[config.mk]
export PLATFORM = sky130hd
export DESIGN_NAME = firebird7_in_gate1_tessent_data_mux_ctrl
export DESIGN_NICKNAME = d
export VERILOG_FILES = /design/src/rtl/firebird7_in_gate1_tessent_data_mux_ctrl.sv
export SDC_FILE = /design/constraint.sdc
export NUM_CORES = 1
export LEC_CHECK = 0
export BUFFER_PORTS_ARGS = -buffer_cell sky130_fd_sc_hd__buf_4
export CAP_MARGIN = 20
export CORE_ASPECT_RATIO = 2
export CORE_MARGIN = 1.5
export CORE_UTILIZATION = 30
export DETAILED_ROUTE_END_ITERATION = 8
export GPL_ROUTABILITY_DRIVEN = 0
export GPL_TIMING_DRIVEN = 1
export PLACE_DENSITY = 0.5
export SYNTH_ARGS = -nofsm -noshare
export SYNTH_HDL_FRONTEND = slang
export SYNTH_SLANG_ARGS = --single-unit
[constraint.sdc]
create_clock -name ijtag_tck -period 2 [get_ports ijtag_tck]
set_clock_uncertainty 0.15 [all_clocks]
set_input_delay 0.2 -clock ijtag_tck [delete_from_list [all_inputs] [get_ports ijtag_tck]]
set_output_delay 0.2 -clock ijtag_tck [all_outputs]
set_load 0.05 [all_outputs]
[src/rtl/firebird7_in_gate1_tessent_data_mux_ctrl.sv]
// IJTAG TDR controlling a functional/IJTAG data mux select. The select only
// moves after a park handshake with the functional owner plus a settle delay.
module firebird7_in_gate1_tessent_data_mux_ctrl #(
    parameter int WIDTH         = 3,
    parameter int SETTLE_CYCLES = 4,
    parameter int ACK_TIMEOUT   = 64
) (
    input  logic             ijtag_tck,
    input  logic             ijtag_reset,
    input  logic             ijtag_sel,
    input  logic             ijtag_ce,
    input  logic             ijtag_se,
    input  logic             ijtag_ue,
    input  logic             ijtag_si,
    output logic             ijtag_so,
    input  logic [WIDTH-1:0] capture_data_in,
    input  logic             park_ack,
    output logic             park_req,
    output logic             ijtag_select,
    output logic [WIDTH-1:0] ijtag_data_out,
    output logic             timeout_err
);

    localparam int TDR_W = WIDTH + 2;
    localparam int CNT_W = 16;
    localparam logic [CNT_W-1:0] CNT_ZERO    = {CNT_W{1'b0}};
    localparam logic [CNT_W-1:0] CNT_ONE     = {{(CNT_W-1){1'b0}}, 1'b1};
    localparam logic [CNT_W-1:0] ACK_LAST    = CNT_W'(ACK_TIMEOUT - 32'sd1);
    localparam logic [CNT_W-1:0] SETTLE_LAST = CNT_W'(SETTLE_CYCLES - 32'sd1);

    typedef enum logic [2:0] {
        ST_FUNC       = 3'd0,
        ST_PARK       = 3'd1,
        ST_SETTLE_IN  = 3'd2,
        ST_IJTAG      = 3'd3,
        ST_SETTLE_OUT = 3'd4,
        ST_FAULT      = 3'd5
    } state_t;

    logic [TDR_W-1:0] shift_r;
    logic             shadow_en_r;
    logic [WIDTH-1:0] shadow_data_r;
    state_t           state_r;
    state_t           state_s;
    logic [CNT_W-1:0] cnt_r;
    logic [CNT_W-1:0] cnt_s;
    logic             timeout_r;
    logic             timeout_set_s;
    logic             clear_err_s;
    logic             capture_s;
    logic             shift_en_s;
    logic             update_s;
    logic             park_req_r;
    logic             select_r;

    // The owner is asked to stay parked in every state that is on its way to,
    // inside, or leaving the IJTAG path.
    function automatic logic park_req_of(input state_t st);
        case (st)
            ST_PARK, ST_SETTLE_IN, ST_IJTAG, ST_SETTLE_OUT: park_req_of = 1'b1;
            default:                                        park_req_of = 1'b0;
        endcase
    endfunction

    function automatic logic select_of(input state_t st);
        case (st)
            ST_IJTAG: select_of = 1'b1;
            default:  select_of = 1'b0;
        endcase
    endfunction

    // TDR access strobes; all gated by the TDR select.
    always_comb begin
        capture_s   = ijtag_sel & ijtag_ce;
        shift_en_s  = ijtag_sel & ijtag_se & ~ijtag_ce;
        update_s    = ijtag_sel & ijtag_ue;
        clear_err_s = update_s & shift_r[1];
    end

    // Shift register: capture has priority over shift.
    always_ff @(posedge ijtag_tck) begin
        if (!ijtag_reset) begin
            shift_r <= {TDR_W{1'b0}};
        end else if (capture_s) begin
            shift_r <= {capture_data_in, timeout_r, select_r};
        end else if (shift_en_s) begin
            shift_r <= {ijtag_si, shift_r[TDR_W-1:1]};
        end else begin
            shift_r <= shift_r;
        end
    end

    // Shadow register; the clear_err bit is consumed as a pulse, not stored.
    always_ff @(posedge ijtag_tck) begin
        if (!ijtag_reset) begin
            shadow_en_r   <= 1'b0;
            shadow_data_r <= {WIDTH{1'b0}};
        end else if (update_s) begin
            shadow_en_r   <= shift_r[0];
            shadow_data_r <= shift_r[TDR_W-1:2];
        end else begin
            shadow_en_r   <= shadow_en_r;
            shadow_data_r <= shadow_data_r;
        end
    end

    // Next-state and counter logic for the park/settle sequencer.
    always_comb begin
        state_s       = state_r;
        cnt_s         = cnt_r;
        timeout_set_s = 1'b0;
        case (state_r)
            ST_FUNC: begin
                if (shadow_en_r) begin
                    state_s = ST_PARK;
                    cnt_s   = CNT_ZERO;
                end else begin
                    state_s = ST_FUNC;
                end
            end
            ST_PARK: begin
                if (!shadow_en_r) begin
                    state_s = ST_FUNC;
                    cnt_s   = CNT_ZERO;
                end else if (park_ack) begin
                    state_s = ST_SETTLE_IN;
                    cnt_s   = CNT_ZERO;
                end else if (cnt_r == ACK_LAST) begin
                    state_s       = ST_FAULT;
                    cnt_s         = CNT_ZERO;
                    timeout_set_s = 1'b1;
                end else begin
                    cnt_s = cnt_r + CNT_ONE;
                end
            end
            ST_SETTLE_IN: begin
                if (!shadow_en_r) begin
                    state_s = ST_SETTLE_OUT;
                    cnt_s   = CNT_ZERO;
                end else if (cnt_r == SETTLE_LAST) begin
                    state_s = ST_IJTAG;
                    cnt_s   = CNT_ZERO;
                end else begin
                    cnt_s = cnt_r + CNT_ONE;
                end
            end
            ST_IJTAG: begin
                if (!shadow_en_r) begin
                    state_s = ST_SETTLE_OUT;
                    cnt_s   = CNT_ZERO;
                end else begin
                    state_s = ST_IJTAG;
                end
            end
            ST_SETTLE_OUT: begin
                // Re-enable is deliberately ignored until FUNC is reached.
                if (cnt_r == SETTLE_LAST) begin
                    state_s = ST_FUNC;
                    cnt_s   = CNT_ZERO;
                end else begin
                    cnt_s = cnt_r + CNT_ONE;
                end
            end
            ST_FAULT: begin
                if (!shadow_en_r) begin
                    state_s = ST_FUNC;
                    cnt_s   = CNT_ZERO;
                end else begin
                    state_s = ST_FAULT;
                end
            end
            default: begin
                state_s = ST_FUNC;
                cnt_s   = CNT_ZERO;
            end
        endcase
    end

    // Sequencer state, counter and output registers decoded from next state.
    always_ff @(posedge ijtag_tck) begin
        if (!ijtag_reset) begin
            state_r    <= ST_FUNC;
            cnt_r      <= CNT_ZERO;
            park_req_r <= 1'b0;
            select_r   <= 1'b0;
        end else begin
            state_r    <= state_s;
            cnt_r      <= cnt_s;
            park_req_r <= park_req_of(state_s);
            select_r   <= select_of(state_s);
        end
    end

    // Sticky timeout flag; a simultaneous set beats the clear pulse.
    always_ff @(posedge ijtag_tck) begin
        if (!ijtag_reset) begin
            timeout_r <= 1'b0;
        end else if (timeout_set_s) begin
            timeout_r <= 1'b1;
        end else if (clear_err_s) begin
            timeout_r <= 1'b0;
        end else begin
            timeout_r <= timeout_r;
        end
    end

    assign ijtag_so       = shift_r[0];
    assign park_req       = park_req_r;
    assign ijtag_select   = select_r;
    assign ijtag_data_out = shadow_data_r;
    assign timeout_err    = timeout_r;

endmodule

==> impl_metrics.ini <==
[synth]
synth-warning-count = 0
ys_async_sr_fraction_pct = 0
syn_area_per_cell_sq_um = 8.71
postSynthNetCount = 204
post_synthesis_sequential_area_ratio_pct = 37.1
synthCells = 192
ys_ff_latch = 31
ys_dominant_reg_cell = sky130_fd_sc_hd__dfxtp_1
synth_area_sq_um = 1670
number_of_synthesized_flops_with_an_enable_pin = 0
synthDistinctLibCells = 52

[routing]
number_of_detailed_routing_iterations_run_before_antenna_repair = 4
drt_iter0_markers = 25
detail_route.drc_violations = 0
route.detailed.wl_per_inst_microns = 14.6
vias = 1484
routed_wirelength_microns = 4150
detail-route-antenna-nets = 0
avgViaCountPerCell = 5.23

[global_routing]
grt_overflow = 0
groute.usage.overall_pct = 14.2
vias_in_the_first_global_route = 1419
pin_count_of_the_biggest_net_entering_global_routing = 15
grt_antenna_before_repair = 0
grt_pass1_wl_microns = 6570

[timing]
timing.final.hold_violations = 0
final-setup-viol-count = 0
final_period_minus_worst_setup_slack_ns = 1.89
timing.max_slew.rel_slack_pct = 68.3
hold_slack_ns = 0.0414
fmax_ghz = 0.530
final.period_utilization_pct = 94.4
worstMarginPinSlew_ns = 0.475
maxSlewViolCount = 0
grt_setup_unrepaired = no

[pwr]
p_comb_share_pct = 7.4
p_int_uw = 1070
ir_drop_mv = 0.516
powerDensity_nw_per_um2 = 665
power.switching_fraction_pct = 22.8
seqPwrFrac_pct = 45.9
post_layout_total_power_uw = 1390
netSwitchingPower_uw = 317
power.leakage_uw = 0.000801
power_frac_clock_pct = 46.8

[worst_setup_path]
start_kind = flop
critPathTopFamily = compound AO/OA/AOI/OAI gates
r2r-start = state_r[1]$_SDFF_PN0_
worst-endpoint-required_ns = 2.05
crit_cells = 4
criticalPathCategory = flop to flop
path_cells = or4_4, o2bb2ai_4, a31oi_1, o21ai_1
crit_path_launch = state_r[1]$_SDFF_PN0_
regToRegEndpoint = cnt_r[2]$_SDFFE_PN0P_
rrSetupSlack_ns = 0.11
critPathBufInv = 0
crit_path_max_incr_delay_ns = 0.58
slowest_stage = sky130_fd_sc_hd__or4_4
critPathArrivalTime_ns = 1.94
timing.critical_path.to = cnt_r[2]$_SDFFE_PN0P_
critical_path_peak_fanout = 11
worst_r2r_path_depth = 4
crit_path_end_kind = flop

[clocking]
tritoncts = done
tritoncts_num_sinks = 31
clk_path_buf_depth = 2
cts_htree_levels = 2
post_cts_repair_setup_buffers = 0
cts-root-buf = sky130_fd_sc_hd__clkbuf_8
post_cts_hold_buffer_count = 0
worstSkewPairLatency_ns = 0.28
numCtsBuffers = 5
clkTransAtPathRegs_ns = 0.07

[die]
initial_utilization_pct = 30.8
row_count = 38
io_pins = 18
die_width_microns = 55.8
design.die.area_sq_um = 6060
dieHeight_microns = 109
core_area_sq_um = 5420

[min_path]
holdCritPathClass = input pin to flop

[cells_and_area]
final_cell_count_no_fill = 284
final.fill_count = 595
finalInstanceArea_sq_um = 2090
final_net_count = 235
antenna_cells = 0
syn_to_layout_area_delta_pct = 24.9
fraction_of_final_layout_cells_with_drive_strength_greater_than_1_pct = 29.0

[job]
number_of_max_capacitance_violations_reported = 0

[placement]
placed_cell_area_sq_um = 1940
place.port_buffers = 17
dp.final_hpwl_microns = 3210
post-place-cells = 275

[outcome]
status = finished clean
[stage by stage]
stage | TNS (ns) | setup WS, ns | util [%]
5_1_grt | 0 | 0.0187 | 38.5
3_3_place_gp | 0 | 0.0403 | 35.7
3_5_place_dp | -0.107 | -0.0203 | 35.7
2_1_floorplan | 0 | 0.174 | -
4_1_cts | 0 | 0.0503 | 38.0
6_report | 0 | 0.112 | 38.5
[cells in the mapped netlist (all sizes together) (2+ instances only)]
| library cell | instances | area [sq um] |
|---|---|---|
| a21oi | 15 | 75.1 |
| a311oi | 4 | 41.3 |
| a31oi | 4 | 25.0 |
| and2 | 2 | 12.5 |
| and4 | 2 | 20.0 |
| buf | 8 | 66.3 |
| clkbuf | 3 | 11.3 |
| dfxtp | 31 | 621 |
| inv | 6 | 22.5 |
| nand2 | 18 | 70.1 |
| nand2b | 3 | 26.3 |
| nand3 | 19 | 95.1 |
| nand4 | 4 | 31.3 |
| nor2 | 25 | 96.4 |
| nor3 | 4 | 20.0 |
| nor4 | 6 | 80.1 |
| nor4b | 2 | 32.5 |
| o21ai | 9 | 60.1 |
| xnor2 | 5 | 43.8 |
| xor2 | 6 | 60.1 |
[cell usage in the layout, fill, tap and decap left out, drive strengths merged, types with 2 or more instances in the layout]
master / count
buf: 34
dfxtp: 31
nor2: 25
nand3: 19
nand2: 18
a21oi: 15
o21ai: 10
inv: 6
clkbuf: 6
xor2: 6
nor4: 6
xnor2: 5
nor3: 4
a31oi: 4
a311oi: 4
nand4: 4
nand2b: 3
and2: 2
nor4b: 2
and4: 2
[sequential cells by signal (all words and copies together) (netlist names)]
name,flops
state_r,3
timeout_err,1
ijtag_select,1
ijtag_data_out,3
park_req,1
cnt_r,16
shadow_en_r,1
shift_r,5
[kinds of logic after synthesis]
family                   count (synthesis)  synth area share (%)
XOR/XNOR                                11                  6.21
multiplexers                             1                 0.599
adder cells (fa/ha/maj)                  1                 0.748
AND/OR/NAND/NOR                         91                  32.2
buffers and inverters                   17                  5.99
AO/OA/AOI/OAI                           40                  17.1
flip-flops                              31                  37.1
[power by group through the flow]
stage	sequential (uW)	combinational (uW)	clock [uW]
3_3_place_gp	650	100	0
4_1_cts	636	100	666
5_1_grt	637	112	697
3_5_place_dp	650	100	0
2_1_floorplan	659	51.7	0
6_report	636	103	649
[what timing repair did]
item	4_1_cts	5_1_grt
gates cloned	0	1
resized for setup	1	5
endpoints found under the setup margin	10	10
pin swaps	0	1
[worst register-to-register path, cell delays in order, from the launching register on]
cell                        delay, ns
sky130_fd_sc_hd__dfxtp_2         0.38
sky130_fd_sc_hd__or4_4           0.58
sky130_fd_sc_hd__o2bb2ai_4       0.37
sky130_fd_sc_hd__a31oi_1         0.15
sky130_fd_sc_hd__o21ai_1         0.18
[worst min path at each step]
stage,startpoint,endpoint,slack (ns),depth (start not counted)
after detailed placement,ijtag_data_out[0]$_SDFFE_PN0P_,ijtag_data_out[0]$_SDFFE_PN0P_,0.30,2
after CTS,ijtag_si,shift_r[4]$_SDFFE_PN0P_,0.03,3
after global placement,ijtag_data_out[0]$_SDFFE_PN0P_,ijtag_data_out[0]$_SDFFE_PN0P_,0.30,2
after global routing,ijtag_si,shift_r[4]$_SDFFE_PN0P_,0.03,3
final,ijtag_si,shift_r[4]$_SDFFE_PN0P_,0.04,3
after floorplan,ijtag_ue,ijtag_data_out[1]$_SDFFE_PN0P_,0.21,2
[cell type report]
cell class,instances,area [sq um],area share (%)
clock buffers,6,82.6,3.96
clock inverters,2,35.0,1.68
inverters,6,22.5,1.08
multi-input cells,145,980,46.9
flip-flops and latches,31,624,29.9
well taps,60,75.1,3.60
repair buffers,34,268,12.8
[layer usage]
layer  global-route usage (%)  vias up  wire [microns]
met5                        0        -               0
met1                     12.9      700            1450
met3                     2.39       14              90
met2                     27.7       25            2420
li1                         -      745               -
met4                     9.58        0             189
(Power assumes the default switching activity.)
